[config.mk]
export PLATFORM = sky130hd
export DESIGN_NAME = xpose_bank_ctrl
export DESIGN_NICKNAME = d
export VERILOG_FILES = /design/src/rtl/xpose_bank_ctrl.sv
export SDC_FILE = /design/constraint.sdc
export NUM_CORES = 1
export LEC_CHECK = 0
export CELL_PAD_IN_SITES_DETAIL_PLACEMENT = 1
export CELL_PAD_IN_SITES_GLOBAL_PLACEMENT = 2
export CORE_ASPECT_RATIO = 1.5
export CORE_MARGIN = 1.5
export CORE_UTILIZATION = 20
export CTS_CLUSTER_SIZE = 25
export DETAILED_ROUTE_END_ITERATION = 8
export PLACE_DENSITY_LB_ADDON = 0.1
export REMOVE_ABC_BUFFERS = 1
export SYNTH_ARGS = -nofsm -noshare
export SYNTH_HDL_FRONTEND = slang
export SYNTH_SLANG_ARGS = --single-unit
[constraint.sdc]
create_clock -name clk -period 2.4 [get_ports clk]
set_input_delay 0.48 -clock clk [delete_from_list [all_inputs] [get_ports clk]]
set_output_delay 0.48 -clock clk [all_outputs]
set_load 0.03 [all_outputs]
[src/rtl/xpose_bank_ctrl.sv]
// Address and rotation controller for the multi-bank transpose buffer. Tiles are stored
// diagonally across NUM_PE memories so rows stream in and columns stream out at one beat per cycle.
module xpose_bank_ctrl #(
  parameter int DATA_WIDTH     = 64,
  parameter int NUM_PE         = 8,
  parameter int NUM_BANKS      = 2,
  parameter int READ_LAT       = 1,
  parameter int ROW_BITS       = $clog2(NUM_PE),
  parameter int BANK_BITS      = (NUM_BANKS > 2) ? $clog2(NUM_BANKS) : 1,
  parameter int ADDR_WIDTH     = BANK_BITS + ROW_BITS,
  parameter int SHIFT_AMT_BITS = $clog2(DATA_WIDTH * NUM_PE)
) (
  input  logic                              clk,
  input  logic                              rst,
  input  logic                              in_val,
  output logic                              in_rdy,
  input  logic                              in_mode,
  output logic                              wen,
  output logic [NUM_PE-1:0][ADDR_WIDTH-1:0] write_addr,
  output logic [SHIFT_AMT_BITS-1:0]         in_shift_amt,
  input  logic                              rd_rdy,
  output logic                              ren,
  output logic [NUM_PE-1:0][ADDR_WIDTH-1:0] read_addr,
  output logic                              out_val,
  output logic                              out_last,
  output logic [SHIFT_AMT_BITS-1:0]         out_shift_amt,
  output logic [BANK_BITS:0]                tiles_full
);
  localparam int                   CNT_W     = BANK_BITS + 1;
  localparam logic [ROW_BITS-1:0]  LAST_ROW  = ROW_BITS'(NUM_PE - 1);
  localparam logic [BANK_BITS-1:0] LAST_BANK = BANK_BITS'(NUM_BANKS - 1);

  logic [BANK_BITS-1:0] r_wr_bank;
  logic [ROW_BITS-1:0]  r_wr_row;
  logic [BANK_BITS-1:0] r_rd_bank;
  logic [ROW_BITS-1:0]  r_rd_row;
  logic [NUM_BANKS-1:0] r_full;
  logic [NUM_BANKS-1:0] r_mode;
  logic [CNT_W-1:0]     r_tiles_full;

  logic [READ_LAT-1:0]                     r_vld_p;
  logic [READ_LAT-1:0]                     r_last_p;
  logic [READ_LAT-1:0][SHIFT_AMT_BITS-1:0] r_shift_p;

  logic                      w_wr_last;
  logic                      w_rd_last;
  logic                      w_wr_mode;
  logic                      w_rd_mode;
  logic [NUM_BANKS-1:0]      w_full_nxt;
  logic [SHIFT_AMT_BITS-1:0] w_rd_shift;

  function automatic logic [SHIFT_AMT_BITS-1:0] f_lane_shift(input logic [ROW_BITS-1:0] row);
    return SHIFT_AMT_BITS'(row) * SHIFT_AMT_BITS'(DATA_WIDTH);
  endfunction

  function automatic logic [BANK_BITS-1:0] f_next_bank(input logic [BANK_BITS-1:0] b);
    return (b == LAST_BANK) ? '0 : b + BANK_BITS'(1);
  endfunction

  function automatic logic [CNT_W-1:0] f_popcnt(input logic [NUM_BANKS-1:0] v);
    logic [CNT_W-1:0] n;
    n = '0;
    for (int i = 0; i < NUM_BANKS; i++) n = n + CNT_W'(v[i]);
    return n;
  endfunction

  assign w_wr_last = (r_wr_row == LAST_ROW);
  assign w_rd_last = (r_rd_row == LAST_ROW);
  assign w_wr_mode = r_mode[r_wr_bank];
  assign w_rd_mode = r_mode[r_rd_bank];

  // A bank being filled is never full, so a same-cycle read always targets another bank.
  assign in_rdy       = ~r_full[r_wr_bank];
  assign wen          = in_val & in_rdy;
  assign ren          = rd_rdy & r_full[r_rd_bank];
  assign in_shift_amt = w_wr_mode ? f_lane_shift(r_wr_row) : '0;
  assign w_rd_shift   = w_rd_mode ? f_lane_shift(r_rd_row) : '0;

  // Diagonal storage: row r lane c lives in PE (c+r), so column k sits at row (p-k) in PE p.
  always_comb begin
    for (int p = 0; p < NUM_PE; p++) begin
      write_addr[p] = {r_wr_bank, r_wr_row};
      read_addr[p]  = w_rd_mode ? {r_rd_bank, ROW_BITS'(p) - r_rd_row} : {r_rd_bank, r_rd_row};
    end
  end

  always_comb begin
    w_full_nxt = r_full;
    if (wen && w_wr_last) w_full_nxt[r_wr_bank] = 1'b1;
    if (ren && w_rd_last) w_full_nxt[r_rd_bank] = 1'b0;
  end

  always_ff @(posedge clk) begin
    if (rst) begin
      r_wr_bank    <= '0;
      r_wr_row     <= '0;
      r_rd_bank    <= '0;
      r_rd_row     <= '0;
      r_full       <= '0;
      r_mode       <= '0;
      r_tiles_full <= '0;
    end else begin
      if (wen) begin
        if (r_wr_row == '0) r_mode[r_wr_bank] <= in_mode;
        if (w_wr_last) begin
          r_wr_row  <= '0;
          r_wr_bank <= f_next_bank(r_wr_bank);
        end else begin
          r_wr_row  <= r_wr_row + ROW_BITS'(1);
        end
      end
      if (ren) begin
        if (w_rd_last) begin
          r_rd_row  <= '0;
          r_rd_bank <= f_next_bank(r_rd_bank);
        end else begin
          r_rd_row  <= r_rd_row + ROW_BITS'(1);
        end
      end
      r_full       <= w_full_nxt;
      r_tiles_full <= f_popcnt(w_full_nxt);
    end
  end

  // Stage p0 captures the read issue; later stages track the memory read latency.
  always_ff @(posedge clk) begin
    if (rst) begin
      r_vld_p   <= '0;
      r_last_p  <= '0;
      r_shift_p <= '0;
    end else begin
      r_vld_p[0]   <= ren;
      r_last_p[0]  <= ren & w_rd_last;
      r_shift_p[0] <= w_rd_shift;
      for (int i = 1; i < READ_LAT; i++) begin
        r_vld_p[i]   <= r_vld_p[i-1];
        r_last_p[i]  <= r_last_p[i-1];
        r_shift_p[i] <= r_shift_p[i-1];
      end
    end
  end

  assign out_val       = r_vld_p[READ_LAT-1];
  assign out_last      = r_last_p[READ_LAT-1];
  assign out_shift_amt = r_shift_p[READ_LAT-1];
  assign tiles_full    = r_tiles_full;

endmodule

==> summary.txt, run 1 <==
STA
  • RSZ-0062 raised after global routing: no
  • Hold Fails Final Rpt: 0
  • Minimum clock period: 2.28 ns
  • Final Max Tran Viols: 0
  • F_max: 0.438 GHz
  • Slew @ Worst Pin: 0.729 ns
  • Final period utilization: 95.1%
  • Final Setup Violations: 0
  • Setup Skew: 0.00128 ns
  • Slew HR: 51.3%

Logic synthesis
  • Cell Area, Synth: 1550 µm²
  • Yosys warning count: 0
  • Main flop type after synthesis: dfxtp_1
  • Synth Register Bits: 19
  • Ranking of synthesized cells by area: buf_4, dfxtp_1, ha_1
  • Synth top area share: 29.0%
  • Synth Area per Inst: 8.57 µm²
  • Post-synth ARST share: 0%
  • Synthesized instance count: 181
  • Yosys top cell by area: buf_4
  • Register area share after synthesis: 24.5%
  • EDFF count, synth: 0
  • Synth unique cells: 33

Placement
  • Routability cong.: 0.645
  • Post-Place Cells: 315
  • Port bufs: 81
  • Placed cell areas: 2040 µm²
  • HPWL Detailed: 3310 µm

Global routing
  • Met3 GRT Util: 1.36%
  • Gr usage total: 9.91%
  • First-pass GRT wire length: 6310 µm
  • GRT Residual Overflow: 0
  • Grt met1 use: 9.96%
  • GRT busiest layer: met2
  • Initial antenna violation count: 0
  • Largest net degree at the start of global routing: 19
  • Number of global-route vias before repair: 1,270
  • GR Util met2: 19.1%

Final layout
  • Final #Nets: 232
  • Register area: 383 µm²
  • Antenna diodes: 0
  • Share of cells above drive strength 1: 18.9%
  • Area Overhead vs Synth: 37.2%
  • Multi-input logic area: 709 µm²
  • Filler cells: 898
  • Cell area after layout: 2130 µm²
  • Post-route insts no fill: 319

Route
  • TritonRoute pass-1 iters: 2
  • Drt wl/cell: 12.6 µm
  • Total Wirelength: 4030 µm
  • DR vias/cell: 3.77
  • Initial drt markers: 27
  • DRC: 0
  • Via count: 1,202
  • Post-route ant nets: 0

Floorplanning
  • Die H: 111 µm
  • Initial Util: 20.5%
  • Core ar.: 7560 µm²
  • Io pins: 94
  • # rows: 39
  • Die Width: 74.9 µm
  • Die area: 8310 µm²

Flow run
  • Max-cap violation count: 0

Worst setup path
  • Crit path depth: 2
  • Critical path arrival: 1.80 ns
  • Crit path kind: flip-flop to primary output
  • Top fanout value on the critical path: 15
  • Crit path launch type: flip-flop
  • WP data required: 1.92 ns
  • CP bufs+invs: 1
  • Slowest cell on crit path: clkdlybuf4s50_1
  • Crit path capture type: primary output
  • Cell family with most CP delay: buffers and inverters
  • Slowest stage delay, CP: 0.71 ns
  • Cells along the critical path: mux2i_4, clkdlybuf4s50_1
  • Cell depth of the worst flop-to-flop path: 7

Clock network
  • Post-CTS Setup Inserts: 0
  • Clk_lat worst skew: 0.25 ns
  • CTS Buffer Depth: 2
  • Number of CTS-inserted buffers: 3
  • TritonCTS Sinks: 19
  • H-tree levels: 1
  • Clk slew on worst S/H paths: 0.05 ns
  • Root Driver: clkbuf_16
  • TritonCTS clock tree: yes

Power
  • Pwr Density: 436 nW/µm²
  • Pwr Total: 928 µW
  • Leak: 0.000856 µW
  • Worst IR Drop VDD: 206 µV

Min path
  • Hold Path Stages: 2
  • Worst hold path type: flip-flop to flip-flop

Run status
  • Outcome: complete, no violations
cell type report:
class	instances	share of cell area, %
Multi-Input combinational cell	101	33.3
Inverter	7	1.35
Timing Repair Buffer	86	37.6
Sequential cell	19	18.0
Clock buffer	4	3.70
Tap cell	102	6.00
report_power, final:
part	leakage [µW]	internal, µW	switching, µW
logic	0.000663	89.8	164
clock network	0.0000382	226	118
registers	0.000155	320	10.1
kinds of logic after synthesis:
family / synth area share (%)
xor+xnor: 3.39
compound gates: 7.58
simple gates: 17.2
mux: 7.18
buf+inv: 32.7
flops: 24.5
other cells: 0.242
fa+ha+maj: 7.26
layout by cell type, fill, tap and decap left out, types with 3 or more instances in the layout:
master	count
nand2_1	11
xnor2_1	4
nand3_1	6
buf_4	24
nor3_1	5
o31ai_2	4
ha_1	9
dfxtp_1	17
nand4b_1	3
nand2b_1	4
a21oi_1	6
nor2b_1	3
mux2i_1	3
nor2_1	8
nor3b_1	4
conb_1	12
o21ai_0	5
clkdlybuf4s50_1	62
inv_1	6
clkbuf_16	3
worst paths after layout:
| check | startpoint | endpoint | slack (ns) |
|---|---|---|---|
| setup / recovery | r_wr_bank | in_rdy | 0.12 |
| setup reg to reg | r_rd_row[0] | tiles_full[0] | 0.45 |
| hold / removal | r_mode[0] | r_mode[0] | 0.56 |
| hold reg to reg | r_mode[0] | r_mode[0] | 0.56 |
metrics by stage:
step | util (%) | setup slack (ns) | hold slack, ns | setup TNS [ns]
2_1_floorplan | - | -2.36 | 0.500 | -43.99
3_3_place_gp | 27.0 | 0.213 | 0.534 | 0
3_5_place_dp | 27.0 | 0.144 | 0.537 | 0
4_1_cts | 28.1 | 0.0466 | 0.551 | 0
5_1_grt | 28.1 | 0.0308 | 0.598 | 0
6_report | 28.1 | 0.118 | 0.562 | 0
sequential cells by signal, summed over array words and instances, names as in the netlist:
register	count
out_shift_amt	3
r_rd_row	3
r_wr_row	3
r_full	2
r_mode	2
tiles_full	2
out_last	1
out_val	1
r_rd_bank	1
r_wr_bank	1
layer usage:
layer | vias up | part of all wire [%]
met5 | - | 0
met4 | 0 | 1.7
met3 | 5 | 4.8
met2 | 51 | 57
met1 | 554 | 36
li1 | 592 | -
repair_timing:
action / CTS / global route
setup endpoints to repair: 13 / 2
hold buffers: 0 / 0
gates resized for setup: 2 / 1
cells in the mapped netlist (3+ instances only):
| cell | n |
|---|---|
| a21oi_1 | 6 |
| nor2_1 | 8 |
| nor2b_1 | 3 |
| nand2_1 | 11 |
| dfxtp_1 | 19 |
| xnor2_1 | 4 |
| inv_1 | 6 |
| nand4b_1 | 3 |
| nor3_1 | 5 |
| buf_4 | 60 |
| mux2i_1 | 4 |
| o31ai_2 | 4 |
| ha_1 | 9 |
| nor3b_1 | 4 |
| nand2b_1 | 4 |
| o21ai_0 | 5 |
| nand3_1 | 6 |
tightest hold or removal path, delay by kind of cell (launching register included):
kind | cells | cell delay, ns
AND/OR/NAND/NOR | 1 | 0.09
flip-flops | 1 | 0.36
multiplexers | 1 | 0.06
Note: power is estimated with default switching activity, not from simulation.
==> run 2: changes to the inputs <==
- ABC_CLOCK_PERIOD_IN_PS: default -> 2400
==> results of run 2 <==
Same layout as run 1: the final DEF is identical, and so are final timing and power.
==> run 3: changes to the inputs <==
- SLEW_MARGIN: default -> 15
==> results of run 3 <==
Same layout as run 1: the final DEF is identical, and so are final timing and power.
